$ cat config.mk
export PLATFORM = sky130hd
export DESIGN_NAME = sprite_rom_arbiter
export DESIGN_NICKNAME = d
export VERILOG_FILES = /design/src/rtl/sprite_pkg.sv /design/src/rtl/rr_pick.sv /design/src/rtl/sprite_rom_arbiter.sv
export SDC_FILE = /design/constraint.sdc
export NUM_CORES = 1
export LEC_CHECK = 0
export CAP_MARGIN = 20
export CORE_ASPECT_RATIO = 0.75
export CORE_MARGIN = 2
export CORE_UTILIZATION = 40
export CTS_BUF_LIST = sky130_fd_sc_hd__clkbuf_4
export CTS_CLUSTER_SIZE = 25
export DETAILED_ROUTE_END_ITERATION = 16
export PLACE_DENSITY = 0.81
export SLEW_MARGIN = 20
export SYNTH_ARGS = -nofsm -noshare
export SYNTH_HDL_FRONTEND = slang
export SYNTH_SLANG_ARGS = --single-unit
$ cat constraint.sdc
create_clock -name Clk -period 3.04 [get_ports Clk]
set_input_delay 0.304 -clock Clk [delete_from_list [all_inputs] [get_ports Clk]]
set_output_delay 0.304 -clock Clk [all_outputs]
set_load 0.02 [all_outputs]
$ cat src/rtl/sprite_pkg.sv
// sprite_pkg: shared sprite-path constants (default sizes), requester index type and 12-bit RGB word type
package sprite_pkg;
  localparam int DEF_N_REQ = 4;
  localparam int DEF_ADDR_W = 15;
  localparam int DEF_DATA_W = 12;
  typedef logic [$clog2(DEF_N_REQ)-1:0] req_idx_t;
  typedef struct packed {
    logic [3:0] r;
    logic [3:0] g;
    logic [3:0] b;
  } rgb12_t;
endpackage

$ cat src/rtl/rr_pick.sv
// rr_pick: combinational round-robin picker; req/ptr in, one-hot + index + any out (first req at or above ptr, wrapping)
module rr_pick import sprite_pkg::*; #(
  parameter int N = DEF_N_REQ,
  localparam int IW = $clog2(N)
) (
  input  logic [N-1:0]  req,
  input  logic [IW-1:0] ptr,
  output logic [N-1:0]  onehot,
  output logic [IW-1:0] idx,
  output logic          any
);
  logic [IW-1:0] c;
  always_comb begin
    any = 1'b0;
    idx = '0;
    c = '0;
    for (int i = 0; i < N; i++) begin
      c = IW'((int'(ptr) + i) % N);
      if (!any && req[c]) begin
        any = 1'b1;
        idx = c;
      end
    end
    onehot = any ? N'(1) << idx : '0;
  end
endmodule

$ cat src/rtl/sprite_rom_arbiter.sv
// sprite_rom_arbiter: round-robin/burst-lock arbiter sharing one sprite ROM port; req/lock/addr_in -> gnt, rom_addr/rom_rd -> ROM, rom_data -> rd_valid/rd_data, busy
module sprite_rom_arbiter import sprite_pkg::*; #(
  parameter int N_REQ = DEF_N_REQ,
  parameter int ADDR_W = DEF_ADDR_W,
  parameter int DATA_W = DEF_DATA_W,
  parameter int ROM_LAT = 2,
  parameter int MAX_BURST = 8,
  localparam int IW = $clog2(N_REQ),
  localparam int BW = $clog2(MAX_BURST + 1)
) (
  input  logic                    Clk,
  input  logic                    Reset,
  input  logic [N_REQ-1:0]        req,
  input  logic [N_REQ-1:0]        lock,
  input  logic [N_REQ*ADDR_W-1:0] addr_in,
  output logic [N_REQ-1:0]        gnt,
  output logic [ADDR_W-1:0]       rom_addr,
  output logic                    rom_rd,
  input  logic [DATA_W-1:0]       rom_data,
  output logic [N_REQ-1:0]        rd_valid,
  output logic [DATA_W-1:0]       rd_data,
  output logic                    busy
);
  logic [IW-1:0] rr_ptr, owner, pick_idx, win, iss_tag;
  logic owner_v, pick_any, hold;
  logic [N_REQ-1:0] pick_oh;
  logic [BW-1:0] burst_cnt;
  logic [ADDR_W-1:0] win_addr;
  logic [ROM_LAT-1:0] tag_v;
  logic [IW-1:0] tag [ROM_LAT];
  rr_pick #(.N(N_REQ)) u_pick (
    .req(req),
    .ptr(rr_ptr),
    .onehot(pick_oh),
    .idx(pick_idx),
    .any(pick_any)
  );
  assign hold = owner_v && req[owner] && lock[owner] && burst_cnt < BW'(MAX_BURST);
  assign win = hold ? owner : pick_idx;
  assign gnt = Reset ? '0 : hold ? N_REQ'(1) << owner : pick_oh;
  assign busy = rom_rd || |tag_v;
  always_comb begin
    win_addr = '0;
    for (int i = 0; i < N_REQ; i++)
      if (win == IW'(i)) win_addr = addr_in[i*ADDR_W +: ADDR_W];
  end
  always_ff @(posedge Clk) begin
    if (Reset) begin
      rr_ptr <= '0;
      owner <= '0;
      owner_v <= 1'b0;
      burst_cnt <= '0;
      rom_rd <= 1'b0;
      rom_addr <= '0;
      iss_tag <= '0;
      tag_v <= '0;
      for (int i = 0; i < ROM_LAT; i++) tag[i] <= '0;
      rd_valid <= '0;
      rd_data <= '0;
    end else begin
      rom_rd <= |gnt;
      if (|gnt) begin
        rom_addr <= win_addr;
        iss_tag <= win;
        rr_ptr <= win == IW'(N_REQ - 1) ? '0 : win + 1'b1;
      end
      owner_v <= |gnt;
      owner <= win;
      burst_cnt <= hold ? burst_cnt + 1'b1 : pick_any ? BW'(1) : '0;
      for (int i = ROM_LAT - 1; i > 0; i--) begin
        tag_v[i] <= tag_v[i-1];
        tag[i] <= tag[i-1];
      end
      tag_v[0] <= rom_rd;
      tag[0] <= iss_tag;
      rd_valid <= tag_v[ROM_LAT-1] ? N_REQ'(1) << tag[ROM_LAT-1] : '0;
      if (tag_v[ROM_LAT-1]) rd_data <= rom_data;
    end
  end
endmodule

* Word level (Yosys, flattened, before mapping)
Memories as Yosys holds them, arrays and structs flattened. Cells that the tools add are included.
Storage, ports and cells: memory bits (writable) 4, memories 1, flip-flop bits (word level) 44
Cells by class: muxes and demuxes 36, bitwise gates (word level) 3, shifts and indexed selects 3, equal/unequal tests 3, reduce and logical (&&, ||, !) cells 14, add/sub/neg operators 5, order comparisons 6
Memory list:
- tag | words 2, width 2, read ports 2, clocked after Yosys merged registers in 0, write ports 2, RTL line sprite_rom_arbiter.sv:30 | logic [IW-1:0] tag [ROM_LAT];
Operators with widths (count):
- 15-bit two-way mux | 4
- 2-bit two-way mux | 8
- 4-bit two-way mux | 4
- 2-bit by 3-bit less-than comparator with 1-bit output, second input constant | 5
- 1-bit two-way mux | 14
- 1-bit binary-select mux with 2-bit select | 6
- 1-bit by 2-bit << shifter with 4-bit output, first input constant | 3
- 1-bit logical AND | 6
- 2-bit by 1-bit adder with 2-bit output, second input constant | 2
- 2-bit adder, second input constant | 2
- 4-bit by 1-bit adder with 4-bit output, second input constant | 1
- 2-bit equality test, second input constant | 2
- 4-bit less-than comparator, second input constant | 1
- 2-bit OR reduction | 2
- 4-bit OR reduction | 1
- 1-bit logical NOT | 3
- 2-bit by 1-bit equality test with 1-bit output, second input constant | 1
- 2-bit logical NOT | 1
- 1-bit bitwise OR | 2
- 1-bit logical OR | 1
- 1-bit inverter | 1

* Longest topological paths before layout
word-level depth 18, mapped depth 14

* Hierarchy
Synthesis repeated with hierarchy kept, for this count alone.
Second synthesis, totals: cells, all modules 296, area total of the unflattened synthesis 2555.0 um2
By module, submodules not included:
- sprite_rom_arbiter | times used 1, seq. area each 960.9 um2, area each 2372.3 um2, cells an instance 264
- rr_pick | times used 1, seq. area each 0.0 um2, area each 182.7 um2, cells an instance 32

* Worst setup path after synthesis
Ideal clock, no wire load.
path type input -> register, start point input port req[1], end point register rom_addr[10], path slack 0.277 ns, cell stages on the path 13, library setup time 0.133 ns, arrival 2.631 ns, path buffers 3, cell sequence and3b_2 a311o_1 o211ai_1 buf_2 mux2i_1 ha_1 clkbuf_1 nor2b_1 clkbuf_1 a221oi_1 nor3_1 a21oi_1 a21oi_1
On the way: longest elaborated chain between the ends 18
RTL lines:
- start: declaration | RTL line sprite_rom_arbiter.sv:13 | input logic [N_REQ-1:0] req,
- 1-bit binary-select mux with 2-bit select | RTL line rr_pick.sv:19 | if (!any && req[c]) begin
- 1-bit two-way mux (implied by the code) | RTL line rr_pick.sv:19
- 1-bit two-way mux | RTL line rr_pick.sv:19
- 1-bit logical NOT | RTL line rr_pick.sv:19
- 1-bit logical AND | RTL line rr_pick.sv:19
- 1-bit two-way mux | RTL line rr_pick.sv:19
- 1-bit logical NOT | RTL line rr_pick.sv:19
- 1-bit logical AND | RTL line rr_pick.sv:19
- 1-bit two-way mux | RTL line rr_pick.sv:19
- 1-bit logical NOT | RTL line rr_pick.sv:19
- 1-bit logical AND | RTL line rr_pick.sv:19
- 2-bit two-way mux | RTL line rr_pick.sv:19
- 2-bit two-way mux | RTL line sprite_rom_arbiter.sv:39 | assign win = hold ? owner : pick_idx;
- 2-bit logical NOT | RTL line sprite_rom_arbiter.sv:45 | if (win == IW'(i)) win_addr = addr_in[i*ADDR_W +: ADDR_W];
- 15-bit two-way mux (4 in a row) | RTL line sprite_rom_arbiter.sv:45
- end signal: assignment | RTL line sprite_rom_arbiter.sv:63 | rom_addr <= win_addr;
- end: declaration | RTL line sprite_rom_arbiter.sv:17 | output logic [ADDR_W-1:0] rom_addr,
Parallel ways exist; a longest one is shown, timed or not. The select of a mux whose other input is x is not followed. A chain may end at the register's enable or synchronous reset.

* Worst setup path after layout
start point input port req[0], end point output port gnt[2]
On the way: longest elaborated chain between the ends 16
RTL lines:
- 1-bit binary-select mux with 2-bit select | RTL line rr_pick.sv:19
- 1-bit two-way mux (implied by the code) | RTL line rr_pick.sv:19
- 1-bit two-way mux | RTL line rr_pick.sv:19
- 1-bit logical NOT | RTL line rr_pick.sv:19
- 1-bit logical AND | RTL line rr_pick.sv:19
- 1-bit two-way mux | RTL line rr_pick.sv:19
- 1-bit logical NOT | RTL line rr_pick.sv:19
- 1-bit logical AND | RTL line rr_pick.sv:19
- 1-bit two-way mux | RTL line rr_pick.sv:19
- 1-bit logical NOT | RTL line rr_pick.sv:19
- 1-bit logical AND | RTL line rr_pick.sv:19
- 2-bit two-way mux | RTL line rr_pick.sv:19
- 1-bit by 2-bit << shifter with 4-bit output | RTL line rr_pick.sv:24 | onehot = any ? N'(1) << idx : '0;
- 4-bit two-way mux | RTL line rr_pick.sv:24
- 4-bit two-way mux * (2 in a row) | RTL line sprite_rom_arbiter.sv:40 | assign gnt = Reset ? '0 : hold ? N_REQ'(1) << owner : pick_oh;
- end: declaration | RTL line sprite_rom_arbiter.sv:16 | output logic [N_REQ-1:0] gnt,
Mark *: on every way between the ends. The rest lies on a longest branch, timed or not. The select of a mux whose other input is x is not followed.

==> out/results.ini <==
[outcome]
outcome = complete, no violations

[synthesis]
synthesis.nets = 349
ys_top_cells_by_area = dfxtp_1, a21oi_1, nor2b_1, mux2i_1, a221oi_1
synth-edff-count = 0
avgSynthCellArea_sq_um = 8.72
ys_top_cells_by_count = dfxtp_1, a21oi_1, nor2b_1
synth_top_area_share_pct = 42.0
synth-main-ff-cell = dfxtp_1
yosysWarningCount = 0
synth_top_cell_by_area = dfxtp_1
synth_seq_cells = 48
ys_seq_area_share_pct = 42.0
netlist_area_sq_mm = 0.00229
synth_cell_type_count = 46
synth-async-reset-ratio_pct = 0
postSynthCellCount = 262
yosysMostFrequentCell = dfxtp_1

[grt]
grtUsageTotal_pct = 21.4
antenna_found_initial = 0
grt_max_degree = 31
first_global_vias = 2234
grt_pass1_wl_um = 11000
overflow = 0

[sta]
hold_violations = 0
worst_slew_pin_slew_ns = 0.515
finalSetupViolCount = 0
setup_tns_ns = 0
fin_skew_ns = 0.00360
period_share_pct = 94.6
fin_crit_ns = 2.88
slew_violations = 0
fmax_mhz = 348
rsz0062_at_grt = false
relSlewSlack_pct = 65.4

[route]
vias = 2396
drtIter0Drc = 112
drt-pass1-iter-count = 4
routedWlPerCell_um = 14.5
post_drt_via_cell_ratio = 5.19
drc = 0
postRouteAntennaNets = 0
drt_wl_total_um = 6720

[cts]
cts_tree = built
h-tree-depth = 2
cts_buffer_depth = 2
cts_root_buf = clkbuf_4
clock-sinks = 48
clkLatencyLatePin_ns = 0.36
clkSlewWorstSetupHoldPaths_ns = 0.12
numCtsBuffers = 5

[setup_path]
r2r-start = owner[1]
cp.required_ns = 2.74
rrSetupSlack_ns = 0.34
worstPathMaxFanout = 4
cp-startpoint = req[0]
rr_endpoint = rom_addr[7]
criticalPathCategory = in2out
cp-end-kind = primary output
crit_end = gnt[2]
crit_arrival_ns = 2.57
ff2ff_path_depth = 11
startpoint_type = primary input

[pwr]
pwr-share-seq_pct = 38.4
power.clock.fraction_pct = 19.1
p_sw_uw = 629
p_leak_nw = 1.49
powerDensity_mw_per_mm2 = 521
switching_share_pct = 32.2
total_power_mw = 1.95
max-vdd-ir-drop_mv = 0.260
pwr-share-comb_pct = 42.6
internal_power_mw = 1.32

[placed_design]
hpwlAfterDp_um = 5200
portBuffers = 118
gp_congestion = 0.879

[layout]
nets = 473
multi_input_area_sq_mm = 0.00122
drive_gt1_share_pct = 9.30
synthToLayoutAreaGrowth_pct = 63.8
antenna_cells = 0
seq_area_sq_um = 961
fill_cells = 451

[die]
core_sq_mm = 0.00544
num_rows = 23
die_x_um = 91.3
start_util_pct = 42.0
die_y_um = 69.5
dieArea_sq_mm = 0.00634
ios = 119

[worst_hold_path]
hp-class = reg2reg

[job]
maxCapViolCount = 0

==> power groups by stage <==
stage | clock network, mW | logic (mW) | registers, mW
after detailed placement | 0 | 0.823 | 0.762
after CTS | 0.384 | 0.827 | 0.748
final | 0.372 | 0.830 | 0.748
after floorplan | 0 | 0.385 | 0.826
after global placement | 0 | 0.808 | 0.760
after global routing | 0.421 | 0.901 | 0.757
==> cells by family (layout without fill, tap and decap cells) <==
| family | after synthesis | count (layout) | synth area share (%) |
|---|---|---|---|
| AOI/OAI and AO/OA | 82 | 82 | 23.7 |
| xor gates and xnor gates | 1 | 1 | 0.383 |
| adders and majority gates | 5 | 5 | 2.74 |
| buffers and inverters | 28 | 153 | 4.76 |
| DFF | 48 | 48 | 42.0 |
| muxes | 15 | 15 | 6.68 |
| and+or+nand+nor | 83 | 83 | 19.7 |
==> sequential cells by signal (all words and copies together) (netlist names) <==
register and count:
burst_cnt 4, iss_tag 2, owner 2, owner_v 1
rd_data 12, rd_valid 4, rom_addr 15, rr_ptr 2
tag 4, tag_v 2
==> how the worst min path moves through the flow <==
stage	from	endpoint	slack, ns	depth (start not counted)
floorplan	tag[0][0]	tag[0][2]	0.41	1
global placement	tag[0][1]	tag[0][3]	0.42	1
CTS	tag[0][1]	tag[0][3]	0.46	1
finish	tag[0][1]	tag[0][3]	0.45	1
global route	tag[0][1]	tag[0][3]	0.48	1
detailed placement	tag[0][1]	tag[0][3]	0.43	1
==> placed cells by master (no fill, tap or decap), types with 2 or more instances in the layout <==
cell type,netlist,routed
a21oi_1,36,36
a221oi_1,14,14
buf_12,0,2
buf_4,0,18
clkbuf_4,0,6
clkdlybuf4s50_1,0,114
dfxtp_1,48,48
dlygate4sd2_1,0,2
dlymetal6s2s_1,0,2
ha_1,5,5
inv_1,7,7
mux2i_1,13,13
nand2_1,9,9
nor2_1,18,18
nor2b_1,24,23
nor3_1,17,17
nor3b_1,2,2
nor4_1,2,2
o21ai_0,16,16
==> critical path, cell delays in order <==
cell	delay [ns]
clkdlybuf4s50_1	0.52
nand2_1	0.07
o21ai_1	0.25
o211ai_1	0.17
buf_4	0.18
or4b_2	0.60
o31ai_1	0.09
dlygate4sd2_1	0.39
==> what timing repair did <==
action / in CTS / in global routing
gates resized for setup: 3 / 3
endpoints found under the setup margin: 16 / 3
cloned: 0 / 0
hold buffers: 0 / 0
buffers inserted: 0 / 0
==> metrics by stage <==
stage	hold WS (ns)	setup WS, ns	utilization, %	std cells	instance area [sq um]
6_report	0.455	0.164	68.8	462	3740
3_5_place_dp	0.430	-0.497	67.2	454	3650
2_1_floorplan	0.414	0.277	-	262	2290
4_1_cts	0.458	0.0367	68.6	462	3730
5_1_grt	0.475	0.0782	68.8	462	3740
3_3_place_gp	0.422	-0.380	67.2	454	3650
==> layout make-up <==
type / count / area share, %
Clock inverter: 2 / 0.936
Sequential cell: 48 / 25.7
Multi-Input combinational cell: 186 / 32.7
Tap cell: 75 / 2.51
Inverter: 7 / 0.702
Clock buffer: 6 / 1.20
Timing Repair Buffer: 138 / 36.3
==> routing by layer <==
metal / share of wire, % / vias up / GRT usage, %
li1: - / 1201 / -
met1: 46 / 1114 / 29.3
met2: 47 / 67 / 33.5
met3: 4.7 / 14 / 4.24
met4: 2.2 / 0 / 7.58
met5: 0 / - / 0
Power figures use the tool's default switching activity.
